===== src/rtl/pc_seq_pkg.sv =====
// Shared types for the RISC-SPM fetch/branch sequencer: states, opcodes, decode classes, strobes.
package pc_seq_pkg;

    localparam int unsigned OP_W = 4;

    localparam logic [OP_W-1:0] OP_NOP  = 4'b0000;
    localparam logic [OP_W-1:0] OP_BR   = 4'b0111;
    localparam logic [OP_W-1:0] OP_BRZ  = 4'b1000;
    localparam logic [OP_W-1:0] OP_HALT = 4'b1111;

    typedef enum logic [3:0] {
        S_IDLE = 4'd0,
        S_FET1 = 4'd1,
        S_FET2 = 4'd2,
        S_DEC  = 4'd3,
        S_BR1  = 4'd4,
        S_BR2  = 4'd5,
        S_SKIP = 4'd6,
        S_EXEC = 4'd7,
        S_HALT = 4'd8
    } state_t;

    typedef enum logic [2:0] {
        CL_RETIRE = 3'd0,
        CL_HALT   = 3'd1,
        CL_BRANCH = 3'd2,
        CL_SKIP   = 3'd3,
        CL_EXEC   = 3'd4
    } dec_class_t;

    typedef struct packed {
        logic load_pc;
        logic inc_pc;
        logic load_ir;
        logic load_add_r;
        logic sel_pc;
        logic sel_mem;
        logic exec_req;
        logic halted;
    } strobes_t;

    // Moore strobe decode; evaluated on the next state so the output flops track state_q.
    function automatic strobes_t state_strobes(state_t s);
        strobes_t st;
        st = '0;
        case (s)
            S_FET1, S_BR1: begin
                st.sel_pc     = 1'b1;
                st.load_add_r = 1'b1;
            end
            S_FET2: begin
                st.sel_mem = 1'b1;
                st.load_ir = 1'b1;
                st.inc_pc  = 1'b1;
            end
            S_BR2: begin
                st.sel_mem = 1'b1;
                st.load_pc = 1'b1;
            end
            S_SKIP:  st.inc_pc   = 1'b1;
            S_EXEC:  st.exec_req = 1'b1;
            S_HALT:  st.halted   = 1'b1;
            default: st = '0;
        endcase
        return st;
    endfunction

endpackage


===== src/rtl/pc_seq_decode.sv =====
// Combinational opcode + zero flag classifier; shared with the datapath controller.
module pc_seq_decode
    import pc_seq_pkg::*;
(
    input  logic [OP_W-1:0] opcode_i,
    input  logic            zero_flag_i,
    output dec_class_t      class_o
);

    always_comb begin
        class_o = CL_EXEC;
        case (opcode_i)
            OP_NOP:  class_o = CL_RETIRE;
            OP_HALT: class_o = CL_HALT;
            OP_BR:   class_o = CL_BRANCH;
            OP_BRZ:  class_o = zero_flag_i ? CL_BRANCH : CL_SKIP;
            default: class_o = CL_EXEC;
        endcase
    end

endmodule


===== src/rtl/pc_sequencer.sv =====
// Fetch/branch control FSM for RISC-SPM with retired-instruction counter.
// Optional single-step halt after each retirement: define PC_SEQ_SINGLE_STEP_EN.
module pc_sequencer
    import pc_seq_pkg::*;
#(
    parameter int unsigned ws    = 8,
    parameter int unsigned RET_W = 16
) (
    input  logic             clk,
    input  logic             rst,
    input  logic             run,
    input  logic [ws-1:0]    instr,
    input  logic             zero_flag,
    input  logic             exec_done,
`ifdef PC_SEQ_SINGLE_STEP_EN
    input  logic             step,
`endif
    output logic             Load_PC,
    output logic             Inc_PC,
    output logic             Load_IR,
    output logic             Load_Add_R,
    output logic             Sel_PC,
    output logic             Sel_Mem,
    output logic             exec_req,
    output logic             halted,
    output logic [RET_W-1:0] retired
);

    state_t           state_q, state_d;
    logic [RET_W-1:0] retired_q, retired_d;
    strobes_t         strb_q;
    dec_class_t       dec_class;
    state_t           retire_next;
    logic             retire;
    logic             unused_operand;

    assign unused_operand = ^instr[ws-OP_W-1:0];

    pc_seq_decode u_decode (
        .opcode_i    (instr[ws-1 -: OP_W]),
        .zero_flag_i (zero_flag),
        .class_o     (dec_class)
    );

`ifdef PC_SEQ_SINGLE_STEP_EN
    assign retire_next = step ? S_IDLE : S_FET1;
`else
    assign retire_next = S_FET1;
`endif

    always_comb begin
        state_d = state_q;
        retire  = 1'b0;
        case (state_q)
            S_IDLE: if (run) state_d = S_FET1;
            S_FET1: state_d = S_FET2;
            S_FET2: state_d = S_DEC;
            S_DEC: begin
                case (dec_class)
                    CL_RETIRE: begin
                        retire  = 1'b1;
                        state_d = retire_next;
                    end
                    CL_HALT: begin
                        retire  = 1'b1;
                        state_d = S_HALT;
                    end
                    CL_BRANCH: state_d = S_BR1;
                    CL_SKIP:   state_d = S_SKIP;
                    default:   state_d = S_EXEC;
                endcase
            end
            S_BR1: state_d = S_BR2;
            S_BR2, S_SKIP: begin
                retire  = 1'b1;
                state_d = retire_next;
            end
            S_EXEC: begin
                if (exec_done) begin
                    retire  = 1'b1;
                    state_d = retire_next;
                end
            end
            S_HALT:  state_d = S_HALT;
            default: state_d = S_IDLE;
        endcase
        retired_d = retired_q + RET_W'(retire);
    end

    always_ff @(posedge clk) begin
        if (rst) begin
            state_q   <= S_IDLE;
            retired_q <= '0;
            strb_q    <= '0;
        end else begin
            state_q   <= state_d;
            retired_q <= retired_d;
            strb_q    <= state_strobes(state_d);
        end
    end

    assign Load_PC    = strb_q.load_pc;
    assign Inc_PC     = strb_q.inc_pc;
    assign Load_IR    = strb_q.load_ir;
    assign Load_Add_R = strb_q.load_add_r;
    assign Sel_PC     = strb_q.sel_pc;
    assign Sel_Mem    = strb_q.sel_mem;
    assign exec_req   = strb_q.exec_req;
    assign halted     = strb_q.halted;
    assign retired    = retired_q;

endmodule

===== config.mk =====
export PLATFORM = sky130hd
export DESIGN_NAME = pc_sequencer
export DESIGN_NICKNAME = d
export VERILOG_FILES = /design/src/rtl/pc_seq_pkg.sv /design/src/rtl/pc_seq_decode.sv /design/src/rtl/pc_sequencer.sv
export SDC_FILE = /design/constraint.sdc
export NUM_CORES = 1
export LEC_CHECK = 0
export BUFFER_PORTS_ARGS = -buffer_cell sky130_fd_sc_hd__buf_4
export CAP_MARGIN = 30
export CORE_MARGIN = 10
export CORE_UTILIZATION = 45
export CTS_BUF_LIST = sky130_fd_sc_hd__clkbuf_8 sky130_fd_sc_hd__clkbuf_16
export CTS_CLUSTER_SIZE = 28
export DETAILED_ROUTE_END_ITERATION = 8
export GPL_TIMING_DRIVEN = 0
export PLACE_DENSITY = 0.7
export SETUP_SLACK_MARGIN = 0.3
export SYNTH_ARGS = -nofsm -noshare
export SYNTH_HDL_FRONTEND = slang
export SYNTH_SLANG_ARGS = --single-unit

===== constraint.sdc =====
create_clock -name clk -period 2.18 [get_ports clk]
set_input_delay 0.218 -clock clk [delete_from_list [all_inputs] [get_ports clk]]
set_output_delay 0.218 -clock clk [all_outputs]
set_load 0.01 [all_outputs]

==> results of run 1 <==
-- worst register-to-register path: stages (launching register included) --
cell	delay, ns
dfxtp_1	0.32
clkbuf_2	0.20
inv_1	0.09
nor2_1	0.11
o21ai_1	0.08
a21oi_2	0.15
ha_2	0.22
buf_4	0.13
nand2_2	0.08
nor3_4	0.30
nand3_1	0.13
xor2_1	0.16
nor2_1	0.05
-- per-layer routing --
layer	global-route usage, %	wire length, um	vias to the layer above	part of all wire [%]
met5	0	0	-	0
met4	4.85	43	0	1.4
met3	3.67	194	6	6.2
met2	19.5	1580	23	51
met1	12.3	1280	521	41
li1	-	-	557	-
-- where the power goes --
| part | leakage, nW | internal, mW | switching (mW) |
|---|---|---|---|
| clock | 0.0255 | 0.128 | 0.158 |
| sequential | 0.218 | 0.519 | 0.00858 |
| combinational | 0.467 | 0.122 | 0.134 |
| total | 0.711 | 0.770 | 0.300 |
-- logic make-up (layout without fill, tap and decap cells) --
logic type                 after synthesis  after routing  synth area share, %
and+or+nand+nor                         63             63                 27.1
DFF                                     27             27                 43.6
AOI/OAI and AO/OA                       17             17                 12.2
xor gates and xnor gates                15             15                 10.6
buffers and inverters                   10             56                 3.53
adders and majority gates                2              2                 2.02
muxes                                    1              1                0.908
-- worst min-delay path by stage --
stage / cells past startpoint / endpoint / slack (ns)
2_1_floorplan: 1 / retired[0] / 0.29
4_1_cts: 2 / retired[1] / 0.15
5_1_grt: 2 / retired[0] / 0.16
3_3_place_gp: 2 / retired[1] / 0.45
3_5_place_dp: 2 / retired[1] / 0.44
6_report: 2 / retired[1] / 0.15
-- sequential cells by signal, indices dropped and copies added, names as in the netlist --
name / count
retired: 16
Sel_Mem: 1
Inc_PC: 1
Load_IR: 1
exec_req: 1
halted: 1
Load_PC: 1
Load_Add_R: 1
state_q: 4
-- cell type report --
class                      count  area [um^2]  area share [%]
timing repair buffer          42          330            19.1
clock buffer                   3         41.3            2.39
sequential                    27          541            31.3
multi-input combinational     98          727            42.1
inverter                       4         15.0           0.870
buffer                         6         30.0            1.74
tap                           30         37.5            2.17
clock inverter                 1         5.00           0.290
-- through the flow --
stage | setup slack (ns) | cells | utilization [%]
2_1_floorplan | -0.0867 | 135 | -
4_1_cts | -0.152 | 207 | 65.9
3_3_place_gp | -0.481 | 197 | 60.9
3_5_place_dp | -0.535 | 197 | 60.9
6_report | -0.135 | 211 | 67.8
5_1_grt | -0.268 | 211 | 67.8
-- cell usage in the layout (no fill, tap or decap), drive strengths merged, types with 2 or more instances in the layout --
master	netlist	routed
buf	3	45
dfxtp	27	27
nor2	21	21
xor2	10	10
nand3	9	9
nand2	7	7
clkbuf	3	6
a21oi	5	5
xnor2	5	5
inv	4	4
nor2b	4	4
nor3	4	4
nor3b	3	3
o21ai	3	3
or3	3	3
o211ai	2	2
and2	2	2
o21bai	2	2
nand4	2	2
and3	2	2
ha	2	2
-- timing repair --
item | in CTS | in global routing
pin swaps | 12 | 10
setup buffers | 6 | 4
setup endpoints to repair | 13 | 15
gates resized for setup | 9 | 6
==> impl_metrics.json, run 1 <==
{
  "run_status": "finished, violations left",
  "failed_checks": "setup timing",
  "rsz0062_at_grt": "true",
  "ios": 37,
  "ys_seq_area_share_pct": 43.6,
  "fin_nets": 197,
  "cts_root_buf": "clkbuf_8",
  "cts_buffers": 3,
  "finalSetupViolations": 9,
  "via_per_inst": 5.25,
  "antenna_found_initial": 0,
  "hold_ws_ns": 0.151,
  "via_count": 1107,
  "initial_utilization_pct": 48.7,
  "drv_cap": 0,
  "setup_tns_ns": -0.759,
  "crit_end": "retired[13]",
  "path_max_fanout": 4,
  "syn_to_final_growth_pct": 39.3,
  "worstPathCellList": "buf_6 > or3_4 > mux2_4 > nor3b_2 > o21ai_1 > a21oi_2 > ha_2 > buf_4 > nand2_2 > nor3_4 > nand3_1 > xor2_1 > nor2_1",
  "placed_cell_area_um2": 1550,
  "yosysTopAreaCellShare_pct": 43.6,
  "grt_max_degree": 16,
  "peakVddDrop_mv": 0.517,
  "hold_class": "in2reg",
  "layout-drive-gt1-share_pct": 39.8,
  "p_total_mw": 1.07,
  "grt.total_usage_pct": 11.3,
  "arrival_ns": 2.47,
  "core_um2": 2540,
  "crit_start": "instr[6]",
  "antenna_cells": 0,
  "yosysTopAreaCell": "dfxtp_1",
  "htree_levels": 1,
  "slowest_stage": "or3_4",
  "synth_cells": 135,
  "crit_type": "in2reg",
  "synth_enable_flop_cells": 0,
  "r2r_cells": 12,
  "yosys-top-cells-area": "dfxtp_1 (44%), xor2_1 (7.1%), nor2_1 (6.1%)",
  "async_reset_ff_share_pct": 0,
  "fin_area_um2": 1730,
  "io_buffers": 32,
  "synth_area_um2": 1240,
  "synth_fp_nets": 150,
  "r2r_end": "retired[13]",
  "crit_family": "simple AND/OR/NAND/NOR gates",
  "worstHoldStart": "rst",
  "drv_slew": 0,
  "crit_path_max_incr_delay_ns": 0.38,
  "ys_seq_elements": 27,
  "ys_types": 39,
  "fmax_mhz": 432,
  "drtPass1Iterations": 4,
  "hold_viol_final": 0,
  "grt_pass1_wl_mm": 4.86,
  "wl_mm": 3.11,
  "first_global_vias": 1067,
  "clock-sinks": 27,
  "cp-end-kind": "register",
  "synth-main-ff-cell": "dfxtp_1",
  "drc": 0,
  "dieHeight_um": 72.5,
  "yosysMostFrequentCell": "dfxtp_1",
  "fin_crit_ns": 2.31,
  "r2r-start": "state_q[2]",
  "dieArea_um2": 5250,
  "die_x_um": 72.5,
  "cp.depth": 13,
  "fin_crit_sh_pct": 106,
  "avgSynthCellArea_um2": 9.18,
  "setup_ws_ns": -0.135,
  "finClkSkew_ns": 0.00494,
  "drt_first_iter_violations": 54,
  "start_kind": "primary input",
  "cp_num_buf_inv": 2,
  "nFillCells": 208,
  "place.gp.congestion": 0.805,
  "clk_latency_ns": 0.28,
  "timing.reg2reg.setup_slack_ns": 0.03,
  "yosys-top-cells-count": "dfxtp_1 (27), nor2_1 (20), xor2_1 (10), nand3_1 (9), nand2_1 (7)",
  "ant_nets": 0,
  "crit_required_ns": 2.34,
  "hpwl_mm": 2.18,
  "cts.clk_slew.worst_paths_ns": 0.09,
  "cts.path.max_buffers": 2,
  "rows": 18,
  "cts_tree": "built",
  "grt_overflow_total": 0,
  "p_leak_nw": 0.711,
  "tightestPinTransition_ns": 0.504,
  "power_density_nw_per_um2": 620,
  "cts_hold_buf": 0,
  "wl_per_cell_um": 14.7,
  "ys_warn_count": 0,
  "relSlewSlack_pct": 66.4
}
Power figures use the tool's default switching activity.
==> run 2: changes to the inputs <==
--- a/config.mk
+++ b/config.mk
@@ -7,10 +7,9 @@
 export LEC_CHECK = 0
 export BUFFER_PORTS_ARGS = -buffer_cell sky130_fd_sc_hd__buf_4
 export CAP_MARGIN = 30
-export CORE_MARGIN = 10
 export CORE_UTILIZATION = 45
 export CTS_BUF_LIST = sky130_fd_sc_hd__clkbuf_8 sky130_fd_sc_hd__clkbuf_16
-export CTS_CLUSTER_SIZE = 28
+export CTS_CLUSTER_SIZE = 16
 export DETAILED_ROUTE_END_ITERATION = 8
 export GPL_TIMING_DRIVEN = 0
 export PLACE_DENSITY = 0.7
==> run 2 against run 1 <==
Compared with the run above:
- the run still ends with setup timing left
- largest cell class unchanged
- largest power group unchanged
- non-clock buffer count decreased by 2
- core utilization decreased by 1.2 points
- count of clock-buffer cells in the layout unchanged
==> impl_metrics.json, run 2 (same netlist as run 1, synthesis figures left out) <==
{
  "run_status": "finished, violations left",
  "failed_checks": "setup timing",
  "crit_type": "in2reg",
  "layout-drive-gt1-share_pct": 37.4,
  "final_cell_mix": "buf_4 (38), dfxtp_1 (27), nor2_1 (18), xor2_1 (10), nand3_1 (8)",
  "crit_required_ns": 2.33,
  "via_count": 1068,
  "ant_nets": 0,
  "arrival_ns": 2.44,
  "finClkSkew_ns": 0.00511,
  "power_density_nw_per_um2": 626,
  "die_x_um": 54.5,
  "tightestPinTransition_ns": 0.484,
  "fin_crit_ns": 2.29,
  "rows": 18,
  "cts.clk_slew.worst_paths_ns": 0.09,
  "clock-sinks": 27,
  "layout.cells.non_filler": 209,
  "setup_tns_ns": -0.361,
  "antenna_cells": 0,
  "slowest_stage": "or3_4",
  "initial_utilization_pct": 48.7,
  "cp_num_buf_inv": 1,
  "grt_overflow_total": 0,
  "drt_first_iter_violations": 7,
  "grt_pass1_wl_mm": 4.04,
  "drtPass1Iterations": 4,
  "fin_crit_sh_pct": 105,
  "grt.total_usage_pct": 18.8,
  "finalSetupViolations": 8,
  "cts_root_buf": "clkbuf_8",
  "hpwl_mm": 1.88,
  "ios": 37,
  "largest_register_ffs": 16,
  "relSlewSlack_pct": 67.7,
  "drv_slew": 0,
  "hold_class": "in2reg",
  "crit_family": "simple AND/OR/NAND/NOR gates",
  "dieArea_um2": 2970,
  "wl_per_cell_um": 12.3,
  "dieHeight_um": 54.5,
  "core_um2": 2540,
  "first_global_vias": 921,
  "fmax_mhz": 437,
  "antenna_found_initial": 0,
  "start_kind": "primary input",
  "timing.reg2reg.setup_slack_ns": 0.05,
  "htree_levels": 1,
  "grt_max_degree": 16,
  "drv_cap": 0,
  "via_per_inst": 5.11,
  "rsz0062_at_grt": "true",
  "drc": 0,
  "hold_viol_final": 0,
  "cts_tree": "built",
  "cp-end-kind": "register",
  "wl_mm": 2.56,
  "syn_to_final_growth_pct": 36.8,
  "path_max_fanout": 4,
  "io_buffers": 32,
  "p_leak_nw": 0.716,
  "place.gp.congestion": 0.841,
  "fin_nets": 195,
  "clk_latency_ns": 0.27,
  "peakVddDrop_mv": 0.421,
  "worstPathCellList": "buf_6 > or3_4 > mux2_4 > nor3b_2 > o21ai_1 > a21oi_1 > ha_2 > ha_4 > nand4_1 > nor2_2 > nand2_1 > xor2_1 > nor2_1",
  "cts_hold_buf": 0,
  "crit_path_max_incr_delay_ns": 0.38,
  "cts.path.max_buffers": 2,
  "cts_buffers": 3,
  "setup_ws_ns": -0.109,
  "nFillCells": 197,
  "dp.cells": 197,
  "final_common_cell": "buf_4"
}
-- run 2: final timing paths --
check / cells past startpoint / from / end
worst max-delay path: 13 / instr[6] / retired[12]
worst min-delay path: 2 / rst / retired[0]
worst max register to register: 12 / state_q[2] / retired[12]
worst min register to register: 2 / retired[8] / retired[8]
-- run 2: per-stage QoR --
stage	hold WS, ns	instance area [um^2]	util [%]	power [mW]	worst slack [ns]
floorplan	0.290	1270	-	0.709	-0.0867
global placement	0.446	1550	60.9	0.781	-0.478
detailed placement	0.446	1550	60.9	0.789	-0.523
CTS	0.157	1650	64.9	1.07	-0.162
global route	0.154	1700	66.7	1.12	-0.223
finish	0.160	1700	66.7	1.06	-0.109
-- run 2: timing repair --
action                                 CTS  global route
endpoints found under the hold margin    0             0
setup endpoints to repair               12            14
gates cloned                             0             0
pin swaps                                8             9
setup buffers                            6             2
gates resized for setup                  4             6
-- run 2: area by class of cell --
| cell class | count | area, um^2 | share of cell area (%) |
|---|---|---|---|
| Buffer | 6 | 30.0 | 1.77 |
| Clock buffer | 3 | 41.3 | 2.43 |
| Clock inverter | 1 | 5.00 | 0.295 |
| Inverter | 4 | 15.0 | 0.885 |
| Multi-Input combinational cell | 98 | 716 | 42.2 |
| Sequential cell | 27 | 541 | 31.9 |
| Tap cell | 30 | 37.5 | 2.21 |
| Timing Repair Buffer | 40 | 312 | 18.4 |
-- run 2: per-layer routing --
metal | routed length [um] | up-vias | global-route usage (%)
li1 | - | 552 | -
met1 | 1170 | 485 | 25.1
met2 | 1260 | 29 | 31.5
met3 | 121 | 2 | 2.50
met4 | 10 | 0 | 5.13
met5 | 0 | - | 0
-- run 2: where the power goes --
group          switching (mW)  leakage (nW)  total (mW)  internal (mW)
sequential            0.00876         0.218       0.528          0.519
combinational           0.133         0.472       0.255          0.122
clock                   0.152        0.0255       0.280          0.128
